## config.mk

```make
export PLATFORM = sky130hd
export DESIGN_NAME = mem_issue
export DESIGN_NICKNAME = d
export VERILOG_FILES = /design/src/rtl/mem_issue_pkg.sv /design/src/rtl/mem_issue.sv
export SDC_FILE = /design/constraint.sdc
export NUM_CORES = 1
export LEC_CHECK = 0
export CORE_ASPECT_RATIO = 0.6
export CORE_MARGIN = 4
export CORE_UTILIZATION = 46
export CTS_CLUSTER_SIZE = 40
export DETAILED_ROUTE_END_ITERATION = 8
export HOLD_SLACK_MARGIN = 0.03
export PLACE_DENSITY_LB_ADDON = 0.05
export SLEW_MARGIN = 20
export SYNTH_ARGS = -nofsm -noshare
export SYNTH_HDL_FRONTEND = slang
export SYNTH_SLANG_ARGS = --single-unit
```

## constraint.sdc

```tcl
create_clock -name cpu_clk -period 3.29 [get_ports cpu_clk]
set_clock_uncertainty 0.2 [all_clocks]
set_input_delay 0.658 -clock cpu_clk [delete_from_list [all_inputs] [get_ports cpu_clk]]
set_output_delay 0.658 -clock cpu_clk [all_outputs]
set_load 0.01 [all_outputs]
```

## src/rtl/mem_issue_pkg.sv

```systemverilog
// Shared CPU constants for the memory-issue stage.
//   F3_*            : funct3 access-width encodings (bits [1:0]); bit 2 marks
//                     an unsigned (zero-extending) load.
//   mem_state_e     : state encoding of the sub-word store sequencer.
package mem_issue_pkg;

  localparam logic [1:0]  F3_BYTE         = 2'b00;
  localparam logic [1:0]  F3_HALF         = 2'b01;
  localparam logic [1:0]  F3_WORD         = 2'b10;
  localparam int unsigned F3_UNSIGNED_BIT = 2;

  typedef enum logic {
    ST_RUN = 1'b0,
    ST_RMW = 1'b1
  } mem_state_e;

endpackage

```

## src/rtl/mem_issue.sv

```systemverilog
// Memory-issue stage: holds the M-stage register, presents loads/stores to
// memory, stretches sub-word stores over two cycles (read-modify-write in the
// memory), traps misaligned accesses and feeds the W-stage register.
//
// Ports
//   cpu_clk, rst              : clock (rising edge), synchronous active-high reset
//   ex_valid/load/store       : EX-side op qualifiers (load wins if both set)
//   ex_type                   : funct3 of the access
//   ex_addr, ex_data          : effective address and store data
//   ex_alu, ex_rd, ex_wen     : non-memory result, destination, write enable
//   flush                     : kill the op currently offered by EX
//   ex_ready                  : M register accepts a new op this cycle
//   sig_load, sig_store       : memory strobes
//   mem_type, addr, data      : memory access width, address, store data
//   mem_q                     : load data, valid the cycle after sig_load
//   mem_stall                 : memory busy with the second store cycle
//   wb_valid/rd/wen/data      : write-back port
//   misalign_exc/addr         : one-cycle trap pulse and sticky faulting address
module mem_issue
  import mem_issue_pkg::*;
#(
  parameter int MISALIGN_CHK = 1
) (
  input  logic        cpu_clk,
  input  logic        rst,
  input  logic        ex_valid,
  input  logic        ex_load,
  input  logic        ex_store,
  input  logic [2:0]  ex_type,
  input  logic [31:0] ex_addr,
  input  logic [31:0] ex_data,
  input  logic [31:0] ex_alu,
  input  logic [4:0]  ex_rd,
  input  logic        ex_wen,
  input  logic        flush,
  output logic        ex_ready,
  output logic        sig_load,
  output logic        sig_store,
  output logic [2:0]  mem_type,
  output logic [31:0] addr,
  output logic [31:0] data,
  input  logic [31:0] mem_q,
  input  logic        mem_stall,
  output logic        wb_valid,
  output logic [4:0]  wb_rd,
  output logic        wb_wen,
  output logic [31:0] wb_data,
  output logic        misalign_exc,
  output logic [31:0] misalign_addr
);

  function automatic logic misaligned(input logic [1:0] width, input logic [1:0] lsb);
    logic bad;
    bad = 1'b0;
    if (MISALIGN_CHK != 0) begin
      if (width == F3_HALF)      bad = lsb[0];
      else if (width == F3_WORD) bad = (lsb != 2'b00);
    end
    return bad;
  endfunction

  mem_state_e  state;

  logic        vld_p1;
  logic        load_p1;
  logic        store_p1;
  logic [2:0]  type_p1;
  logic [31:0] addr_p1;
  logic [31:0] data_p1;
  logic [31:0] alu_p1;
  logic [4:0]  rd_p1;
  logic        wen_p1;

  logic        vld_p2;
  logic        load_p2;
  logic [31:0] alu_p2;
  logic [4:0]  rd_p2;
  logic        wen_p2;
  logic        exc_p2;
  logic [31:0] exc_addr_p2;

  logic        mis;
  logic        sub_word;
  logic        hold;

  // Only memory ops are checked; ALU ops carry an arbitrary type/address.
  assign mis       = (load_p1 | store_p1) & misaligned(type_p1[1:0], addr_p1[1:0]);
  assign sig_load  = vld_p1 & load_p1 & ~mis;
  assign sig_store = vld_p1 & store_p1 & ~mis;
  assign sub_word  = (type_p1[1:0] != F3_WORD);
  // First cycle of a sub-word store: freeze M so the store is seen twice.
  assign hold      = (state == ST_RUN) & sig_store & sub_word;
  assign ex_ready  = ~hold;

  assign mem_type  = type_p1;
  assign addr      = addr_p1;
  assign data      = data_p1;

  // ---- EX -> M boundary ----
  always_ff @(posedge cpu_clk) begin
    if (rst) begin
      vld_p1   <= 1'b0;
      load_p1  <= 1'b0;
      store_p1 <= 1'b0;
      type_p1  <= '0;
      addr_p1  <= '0;
      data_p1  <= '0;
      alu_p1   <= '0;
      rd_p1    <= '0;
      wen_p1   <= 1'b0;
    end else if (!hold) begin
      vld_p1   <= ex_valid & ~flush;
      load_p1  <= ex_load;
      store_p1 <= ex_store & ~ex_load;
      type_p1  <= ex_type;
      addr_p1  <= ex_addr;
      data_p1  <= ex_data;
      alu_p1   <= ex_alu;
      rd_p1    <= ex_rd;
      wen_p1   <= ex_wen;
    end
  end

  // RMW always lasts exactly one cycle; flush cannot cut it short.
  always_ff @(posedge cpu_clk) begin
    if (rst) begin
      state <= ST_RUN;
    end else begin
      case (state)
        ST_RUN:  if (sig_store && sub_word) state <= ST_RMW;
        ST_RMW:  state <= ST_RUN;
        default: state <= ST_RUN;
      endcase
    end
  end

  // ---- M -> W boundary ----
  always_ff @(posedge cpu_clk) begin
    if (rst) begin
      vld_p2      <= 1'b0;
      load_p2     <= 1'b0;
      alu_p2      <= '0;
      rd_p2       <= '0;
      wen_p2      <= 1'b0;
      exc_p2      <= 1'b0;
      exc_addr_p2 <= '0;
    end else begin
      vld_p2  <= vld_p1 & ~mis & ~hold;
      load_p2 <= load_p1;
      alu_p2  <= alu_p1;
      rd_p2   <= rd_p1;
      wen_p2  <= wen_p1 & ~store_p1;
      exc_p2  <= vld_p1 & mis;
      if (vld_p1 && mis) exc_addr_p2 <= addr_p1;
    end
  end

  assign wb_valid      = vld_p2;
  assign wb_rd         = rd_p2;
  assign wb_wen        = wen_p2;
  assign wb_data       = load_p2 ? mem_q : alu_p2;
  assign misalign_exc  = exc_p2;
  assign misalign_addr = exc_addr_p2;

  // The memory must report the second store cycle as stalled; observation only.
  a_rmw_stall : assert property (@(posedge cpu_clk) disable iff (rst)
                                 (state == ST_RMW) == mem_stall);

endmodule

```

* After elaboration in Yosys (flattened, before gate mapping) *
Index checks and enable logic that the tools add are counted.

operators by class
  eq/ne operators = 3
  reductions and logical operators = 3
  multiplexer cells = 5
  bitwise operators = 20

operators by type and width
  kind                                                  count
  2-to-1 mux 32 bit                                     1
  AND 1 bit                                             13
  NOT 1 bit                                             6
  2-to-1 mux 1 bit                                      3
  equality test 2 x 1 -> 1 bit (second input constant)  1
  equality test 2 bit (second input constant)           1
  logical AND 1 bit                                     2
  inequality test 2 bit (second input constant)         1
  case mux 1 bit (2 select lines)                       1
  nonzero test 2 bit                                    1
  OR 1 bit                                              1

word-level totals
  bits in registers = 182

* Logic depth before layout (Yosys ltp) *
Gate-level depths: netlist of the first run.

  depth after elaboration = 10
  mapped depth = 7
  gate-level depth less buffers = 5

* Worst setup path after synthesis of the first run *
OpenSTA, ideal clock, no wires.

  path kind = register -> output
  start point = register type_p1[1], in the netlist mem_type[1]
  end point = output ex_ready
  cell stages (with the launch flop) = 5
  slack = 1,123 ps
  buffers on the path = 1
  arrival time = 1,309 ps
  cell sequence = dfxtp_1 and3b_1 nor4_4 inv_2 clkbuf_1

on the way
  cells in the longest elaborated chain, start to end = 9
  elaborated cells on any way between the ends = 11

RTL lines
  item                    RTL line          source
  start, declared         mem_issue.sv:67   logic [2:0] type_p1;
  start signal, assigned  mem_issue.sv:115  type_p1 <= ex_type;
  equality test 2 bit     mem_issue.sv:57   else if (width == F3_WORD) bad = (lsb != 2'b00);
  2-to-1 mux 1 bit        mem_issue.sv:57
  2-to-1 mux 1 bit        mem_issue.sv:56   if (width == F3_HALF) bad = lsb[0];
  AND 1 bit               mem_issue.sv:87   assign mis = (load_p1 | store_p1) & misaligned(type_p1[1:0], addr_p1[1:0]);
  NOT 1 bit               mem_issue.sv:89   assign sig_store = vld_p1 & store_p1 & ~mis;
  AND 1 bit               mem_issue.sv:89
  AND 1 bit               mem_issue.sv:92   assign hold = (state == ST_RUN) & sig_store & sub_word;
  AND 1 bit *             mem_issue.sv:92
  NOT 1 bit *             mem_issue.sv:93   assign ex_ready = ~hold;
  end, declared           mem_issue.sv:36   output logic ex_ready,

Every way passes the cells marked *; elsewhere a longest branch is shown, timed or not.

* Final worst setup path of the first run *
  start point = register type_p1[1], in the netlist mem_type[1]
  end point = output sig_load

on the way
  cells in the longest elaborated chain, start to end = 6
  elaborated cells on any way between the ends = 7

RTL lines
  item                 RTL line         source
  equality test 2 bit  mem_issue.sv:57
  2-to-1 mux 1 bit     mem_issue.sv:57
  2-to-1 mux 1 bit *   mem_issue.sv:56
  AND 1 bit *          mem_issue.sv:87
  NOT 1 bit *          mem_issue.sv:88  assign sig_load = vld_p1 & load_p1 & ~mis;
  AND 1 bit *          mem_issue.sv:88
  end, declared        mem_issue.sv:37  output logic sig_load,

Marks and branches as above.

==> summary.txt, run 1 <==
status: finished clean
post-cts resize count: 0
Slew Viols, Final: 0
DR iter-0 viols: 231
FF/Latch Area: 0.00364 mm2
Sink Count: 182
initial antenna violation count: 1
minimum clock period: 3.02 ns
fraction of the mapped netlist area in simple logic gates: 0.233
Sum Neg Setup Slack: 0 ns
syn_nets: 889
Synth Area in Adders: 0
highest-delay cell along the critical path: clkdlybuf4s50_1
Post-Synth XOR/XNOR Area: 0.00131
power density cells: 487 mW/mm2
sequential element share of the synthesized area: 0.547
H-tree depth: 4
total wire length: 17.9 mm
Syn Std Cell Area: 0.00667 mm2
# DRC: 0
Max-slew headroom: 0.454
Synth Warn #: 0
Lkg Pwr: 0.00422 uW
Placed Cells: 1177
DR vias/cell: 4.68
reg2reg start: mem_type[1]$_SDFFE_PP0N_
vias post-DR: 5664
crit-path max cell delay: 0.50 ns
Die Wd: 163 um
Setup WS pre-CTS: 0.603 ns
Ports: 286
max_cap viols: 0
Post-Synthesis Cells: 745
combined area of the multi-input logic cells: 0.00281 mm2
largest net degree at the start of global routing: 109
synthesis-to-finish area growth: 53.5%
CP delay by family, top: simple AND/OR/NAND/NOR gates
Reg2Reg Depth: 6
startpoint types: register
Congestion Overflow GR: 0
Worst path depth: 4
vias in the first global route: 5412
number of fill cells in the layout: 1091
Worst-Margin Slew: 0.819 ns
Clk pin slew, worst setup/hold paths: 0.07 ns
Layout Nets: 1148
chip height: 101 um
non-filler cells, final: 1209
critical path class: reg2out
fmax: 331 MHz
first-pass GRT wire length: 27.5 mm
unique cell type count in the Yosys netlist: 23
Reg-to-Reg End: alu_p1[6]$_SDFFE_PP0N_
Worst Path Required: 2.43 ns
Total Power: 4980 uW
post-DR wirelength/cell: 14.8 um
post-synthesis mux area share: 0.101
compound-gate portion of the synthesized area: 0.0862
Root Driver: clkbuf_16
Final period util: 0.918
CP Data Arrival Time: 2.16 ns
setup bufs post-CTS: 0
WHS Endpoint: alu_p1[16]$_SDFFE_PP0N_
RSZ-0062 raised after global routing: no
#FFs+latches synth: 182
Hold Path Origin: alu_p1[16]$_SDFFE_PP0N_
worst setup margin: 0.270 ns
final hold viol count: 0
Core ar.: 0.0139 mm2
ANT nets after route: 0
Crit path buffers/inverters: 1
WHS Path Cells: 2
Worst Hold Class: reg2reg
gpl congestion: 0.780
mean cell area of the mapped netlist: 8.95 um2
first-pass detailed-route iteration total: 4
CP max FO: 6
peak supply drop: 0.000331 V
ant diodes: 0
row count: 33
cells along the critical path: nor2b_1, a22oi_1, and3_1, clkdlybuf4s50_1
clk buf depth: 2
Starting Density: 0.479
port buffer count: 284
gr usage total: 0.208
die area: 0.0165 mm2
clk_lat worst skew: 0.41 ns
post-DP HPWL: 12.3 mm
crit path capture type: output port
ratio of cells with drive above 1 in the final layout: 0.0747
largest family of logic cells by synthesized area: simple AND/OR/NAND/NOR gates
CTS tree: yes
Num CTS Buffers: 17
r2r setup slk: 0.60 ns
Setup Viol. Count Final: 0
Hold Buf Count CTS: 0
## cell usage after synthesis
cell        n  area (um2)
buf_1       3        11.3
inv_2       1        3.75
o21ai_0     2        10.0
nor2b_1    39         244
and3b_1     1        8.76
nand4b_1    1        8.76
nor3b_1     2        15.0
a21oi_1   108         541
clkbuf_1   39         146
dfxtp_1   182        3640
nand2b_1   66         413
mux2_2     32         360
and3_1      2        12.5
buf_2      11        55.1
nor2_1      5        18.8
nor3_1      2        10.0
o21a_1      1        7.51
mux2i_1    31         310
a32oi_1     1        8.76
nor4_4      1        21.3
xor2_1      1        8.76
nand2_1   213         800
a22oi_1     1        7.51
## where the power goes
group	internal, uW	total, uW	switching [uW]
Sequential	2300	2350	49.4
Clock	1160	2080	915
Combinational	360	558	198
Total	3820	4980	1160
## cells by family (layout without fill, tap and decap cells)
family | count (synthesis) | after routing
compound gates | 113 | 113
xor+xnor | 1 | 1
buf+inv | 54 | 326
flops | 182 | 182
mux | 63 | 63
simple gates | 332 | 332
## per-layer routing
metal | vias up | GRT usage | share of wire
li1 | 2920 | - | -
met1 | 2560 | 0.247 | 0.42
met2 | 169 | 0.350 | 0.47
met3 | 13 | 0.0935 | 0.099
met4 | 2 | 0.0528 | 0.0065
met5 | - | 0 | 0.00073
## metrics by stage
| stage | hold slack [ns] | utilization | area (um2) |
|---|---|---|---|
| 6_report | 0.246 | 0.735 | 10200 |
| 5_1_grt | 0.267 | 0.735 | 10200 |
| 4_1_cts | 0.248 | 0.735 | 10200 |
| 3_5_place_dp | 0.239 | 0.691 | 9620 |
| 3_3_place_gp | 0.234 | 0.691 | 9620 |
| 2_1_floorplan | 0.227 | - | 6670 |
## layout by cell type, fill, tap and decap left out, types with 3 or more instances in the layout
cell             Yosys  layout
clkdlybuf4s50_1      0     283
nand2_1            213     213
dfxtp_1            182     182
a21oi_1            108     108
nand2b_1            66      66
nor2b_1             39      39
mux2_2              32      32
mux2i_1             31      31
clkbuf_16            0      17
buf_4                0       7
nor2_1               5       5
inv_8                0       5
inv_6                0       4
clkinv_4             0       3
## sequential cells by signal (all words and copies together), names as in the netlist
name	cells
store_p1	1
misalign_addr	32
state	1
wb_rd	5
alu_p1	32
wb_valid	1
load_p2	1
alu_p2	32
data	32
mem_type	3
load_p1	1
wb_wen	1
vld_p1	1
addr	32
rd_p1	5
misalign_exc	1
wen_p1	1
## worst reg2reg max path, delay by kind of cell, from the launching register on
family,cells,cell delay [ns]
buf+inv,2,1.12
compound gates,1,0.15
flops,1,0.43
simple gates,3,0.74
## worst max-delay path by stage
stage                        startpoint    endpoint  slack, ns
2_1_floorplan  mem_type[1]$_SDFFE_PP0N_    ex_ready       1.12
3_3_place_gp                   mem_q[6]  wb_data[6]       0.62
3_5_place_dp                   mem_q[6]  wb_data[6]       0.60
4_1_cts        mem_type[1]$_SDFFE_PP0N_   sig_store       0.25
5_1_grt        mem_type[1]$_SDFFE_PP0N_   sig_store       0.13
6_report       mem_type[1]$_SDFFE_PP0N_    sig_load       0.27
## cell type report
type,count,area share
sequential,182,0.356
tap,192,0.0235
multi-input combinational,509,0.274
timing repair buffer,293,0.286
inverter,1,0.000489
clock buffer,18,0.0420
clock inverter,14,0.0174
(Power assumes the default switching activity.)
==> inputs of run 2 (changes only) <==
--- a/config.mk
+++ b/config.mk
@@ -5,9 +5,10 @@
 export SDC_FILE = /design/constraint.sdc
 export NUM_CORES = 1
 export LEC_CHECK = 0
-export CORE_ASPECT_RATIO = 0.6
+export CORE_ASPECT_RATIO = 0.7
 export CORE_MARGIN = 4
 export CORE_UTILIZATION = 46
+export CTS_CLUSTER_DIAMETER = 100
 export CTS_CLUSTER_SIZE = 40
 export DETAILED_ROUTE_END_ITERATION = 8
 export HOLD_SLACK_MARGIN = 0.03
==> summary.txt, run 2 (synthesis results as in run 1) <==
total wire length: 17.8 mm (was 17.9 mm)
Core ar.: 0.0141 mm2 (was 0.0139 mm2)
setup bufs post-CTS: 0 (unchanged)
Num CTS Buffers: 17 (unchanged)
CP max FO: 6 (unchanged)
Worst Path Required: 2.43 ns (about the same)
final instance area: 0.0102 mm2 (about the same)
vias post-DR: 5698 (was 5664)
DR iter-0 viols: 182 (was 231)
Congestion Overflow GR: 0 (unchanged)
Setup Viol. Count Final: 0 (unchanged)
CP Data Arrival Time: 2.14 ns (was 2.16 ns)
Layout Nets: 1149 (was 1148)
ratio of cells with drive above 1 in the final layout: 0.0766 (was 0.0747)
max_cap viols: 0 (unchanged)
initial antenna violation count: 0 (was 1)
Worst Hold Class: reg2reg (unchanged)
Lkg Pwr: 0.00421 uW (was 0.00422 uW)
r2r setup slk: 0.65 ns (was 0.60 ns)
DR vias/cell: 4.72 (was 4.68)
post-DP HPWL: 12.4 mm (was 12.3 mm)
minimum clock period: 3.00 ns (was 3.02 ns)
gpl congestion: 0.833 (was 0.780)
Ports: 286 (unchanged)
fmax: 334 MHz (was 331 MHz)
commonest non-fill, non-tap cell in the layout: clkdlybuf4s50_1 (unchanged)
first-pass detailed-route iteration total: 4 (unchanged)
Sum Neg Setup Slack: 0 ns (unchanged)
Clk pin slew, worst setup/hold paths: 0.07 ns (about the same)
most frequent cells in the layout: clkdlybuf4s50_1, nand2_1, dfxtp_1 (unchanged)
gr usage total: 0.208 (about the same)
ANT nets after route: 0 (unchanged)
# DRC: 0 (unchanged)
DP Area: 0.00962 mm2 (about the same)
fin util: 0.726 (was 0.735)
number of fill cells in the layout: 1134 (was 1091)
Worst-Margin Slew: 0.671 ns (was 0.819 ns)
vias in the first global route: 5449 (was 5412)
Final period util: 0.911 (was 0.918)
Setup WS pre-CTS: 0.588 ns (was 0.603 ns)
clk buf depth: 2 (unchanged)
Hold Buf Count CTS: 0 (unchanged)
first-pass GRT wire length: 27.9 mm (was 27.5 mm)
Slew Viols, Final: 0 (unchanged)
die area: 0.0165 mm2 (about the same)
post-DR wirelength/cell: 14.8 um (about the same)
Max-slew headroom: 0.553 (was 0.454)
Die Wd: 152 um (was 163 um)
crit path capture type: output port (unchanged)
row count: 36 (was 33)
CTS tree: yes (unchanged)
port buffer count: 284 (unchanged)
largest net degree at the start of global routing: 88 (was 109)
H-tree depth: 4 (unchanged)
chip height: 109 um (was 101 um)
final hold viol count: 0 (unchanged)
peak supply drop: 0.000434 V (was 0.000331 V)
RSZ-0062 raised after global routing: no (unchanged)
post-cts resize count: 0 (unchanged)
synthesis-to-finish area growth: 53.1% (was 53.5%)
startpoint types: register (unchanged)
Sink Count: 182 (unchanged)
ant diodes: 0 (unchanged)
clk_lat worst skew: 0.41 ns (about the same)
Root Driver: clkbuf_16 (unchanged)
critical path class: reg2out (unchanged)
power density cells: 478 mW/mm2 (was 487 mW/mm2)
worst setup margin: 0.294 ns (was 0.270 ns)
Starting Density: 0.474 (was 0.479)
status: finished clean (unchanged)
==> run 2: cell types whose count changed in the layout (fill, tap and decap cells not counted), sizes merged <==
cell	before	now
bufinv	2	0
clkbuf	18	19
clkinv	4	5
buf	10	11
==> run 2: per-stage QoR <==
stage / hold WS [ns] / instances / total power [uW]
after floorplan: 0.227 / 745 / 2600
after global placement: 0.234 / 1176 / 2950
after detailed placement: 0.239 / 1176 / 2960
after CTS: 0.248 / 1208 / 4930
after global routing: 0.262 / 1208 / 5060
final: 0.246 / 1208 / 4880
==> run 2: critical path, cell delays in order, from the launching register on <==
cell and delay, ns:
dfxtp_1 0.42, nor2b_1 0.38, a22oi_1 0.21, and3_1 0.22, clkdlybuf4s50_1 0.49
==> run 2: final timing paths <==
path,depth (start not counted),end,from
worst max-delay path,4,sig_store,mem_type[1]$_SDFFE_PP0N_
worst min-delay path,2,alu_p1[16]$_SDFFE_PP0N_,alu_p1[16]$_SDFFE_PP0N_
worst max register to register,6,addr[12]$_SDFFE_PP0N_,mem_type[1]$_SDFFE_PP0N_
worst min register to register,2,alu_p1[16]$_SDFFE_PP0N_,alu_p1[16]$_SDFFE_PP0N_
==> run 2: cell type report <==
| cell class | instances | area, um2 | area share |
|---|---|---|---|
| Multi-Input combinational cell | 509 | 2810 | 0.275 |
| Inverter | 1 | 5.00 | 0.000490 |
| Sequential cell | 182 | 3640 | 0.357 |
| Timing Repair Buffer | 294 | 2930 | 0.287 |
| Tap cell | 190 | 238 | 0.0233 |
| Clock buffer | 19 | 453 | 0.0444 |
| Clock inverter | 13 | 128 | 0.0125 |
==> run 2: power by group <==
part / leakage [uW] / switching, uW / internal (uW)
combinational: 0.00242 / 199 / 360
sequential: 0.00150 / 49.0 / 2300
clock: 0.000290 / 925 / 1050
total: 0.00421 / 1170 / 3710
==> run 2: layer usage <==
layer,wire length [um],track usage,vias up,part of all wire
li1,-,-,2920,-
met1,7670,0.244,2568,0.43
met2,8240,0.343,184,0.46
met3,1570,0.0889,26,0.088
met4,351,0.0763,0,0.020
met5,0,0,-,0
==> inputs of run 3 (changes only) <==
--- a/config.mk
+++ b/config.mk
@@ -8,7 +8,7 @@
 export CORE_ASPECT_RATIO = 0.7
 export CORE_MARGIN = 4
 export CORE_UTILIZATION = 46
-export CTS_CLUSTER_DIAMETER = 100
+export CTS_CLUSTER_DIAMETER = 60
 export CTS_CLUSTER_SIZE = 40
 export DETAILED_ROUTE_END_ITERATION = 8
 export HOLD_SLACK_MARGIN = 0.03
==> results of run 3 <==
Same layout as run 2: the final DEF is identical, and so are final timing and power.
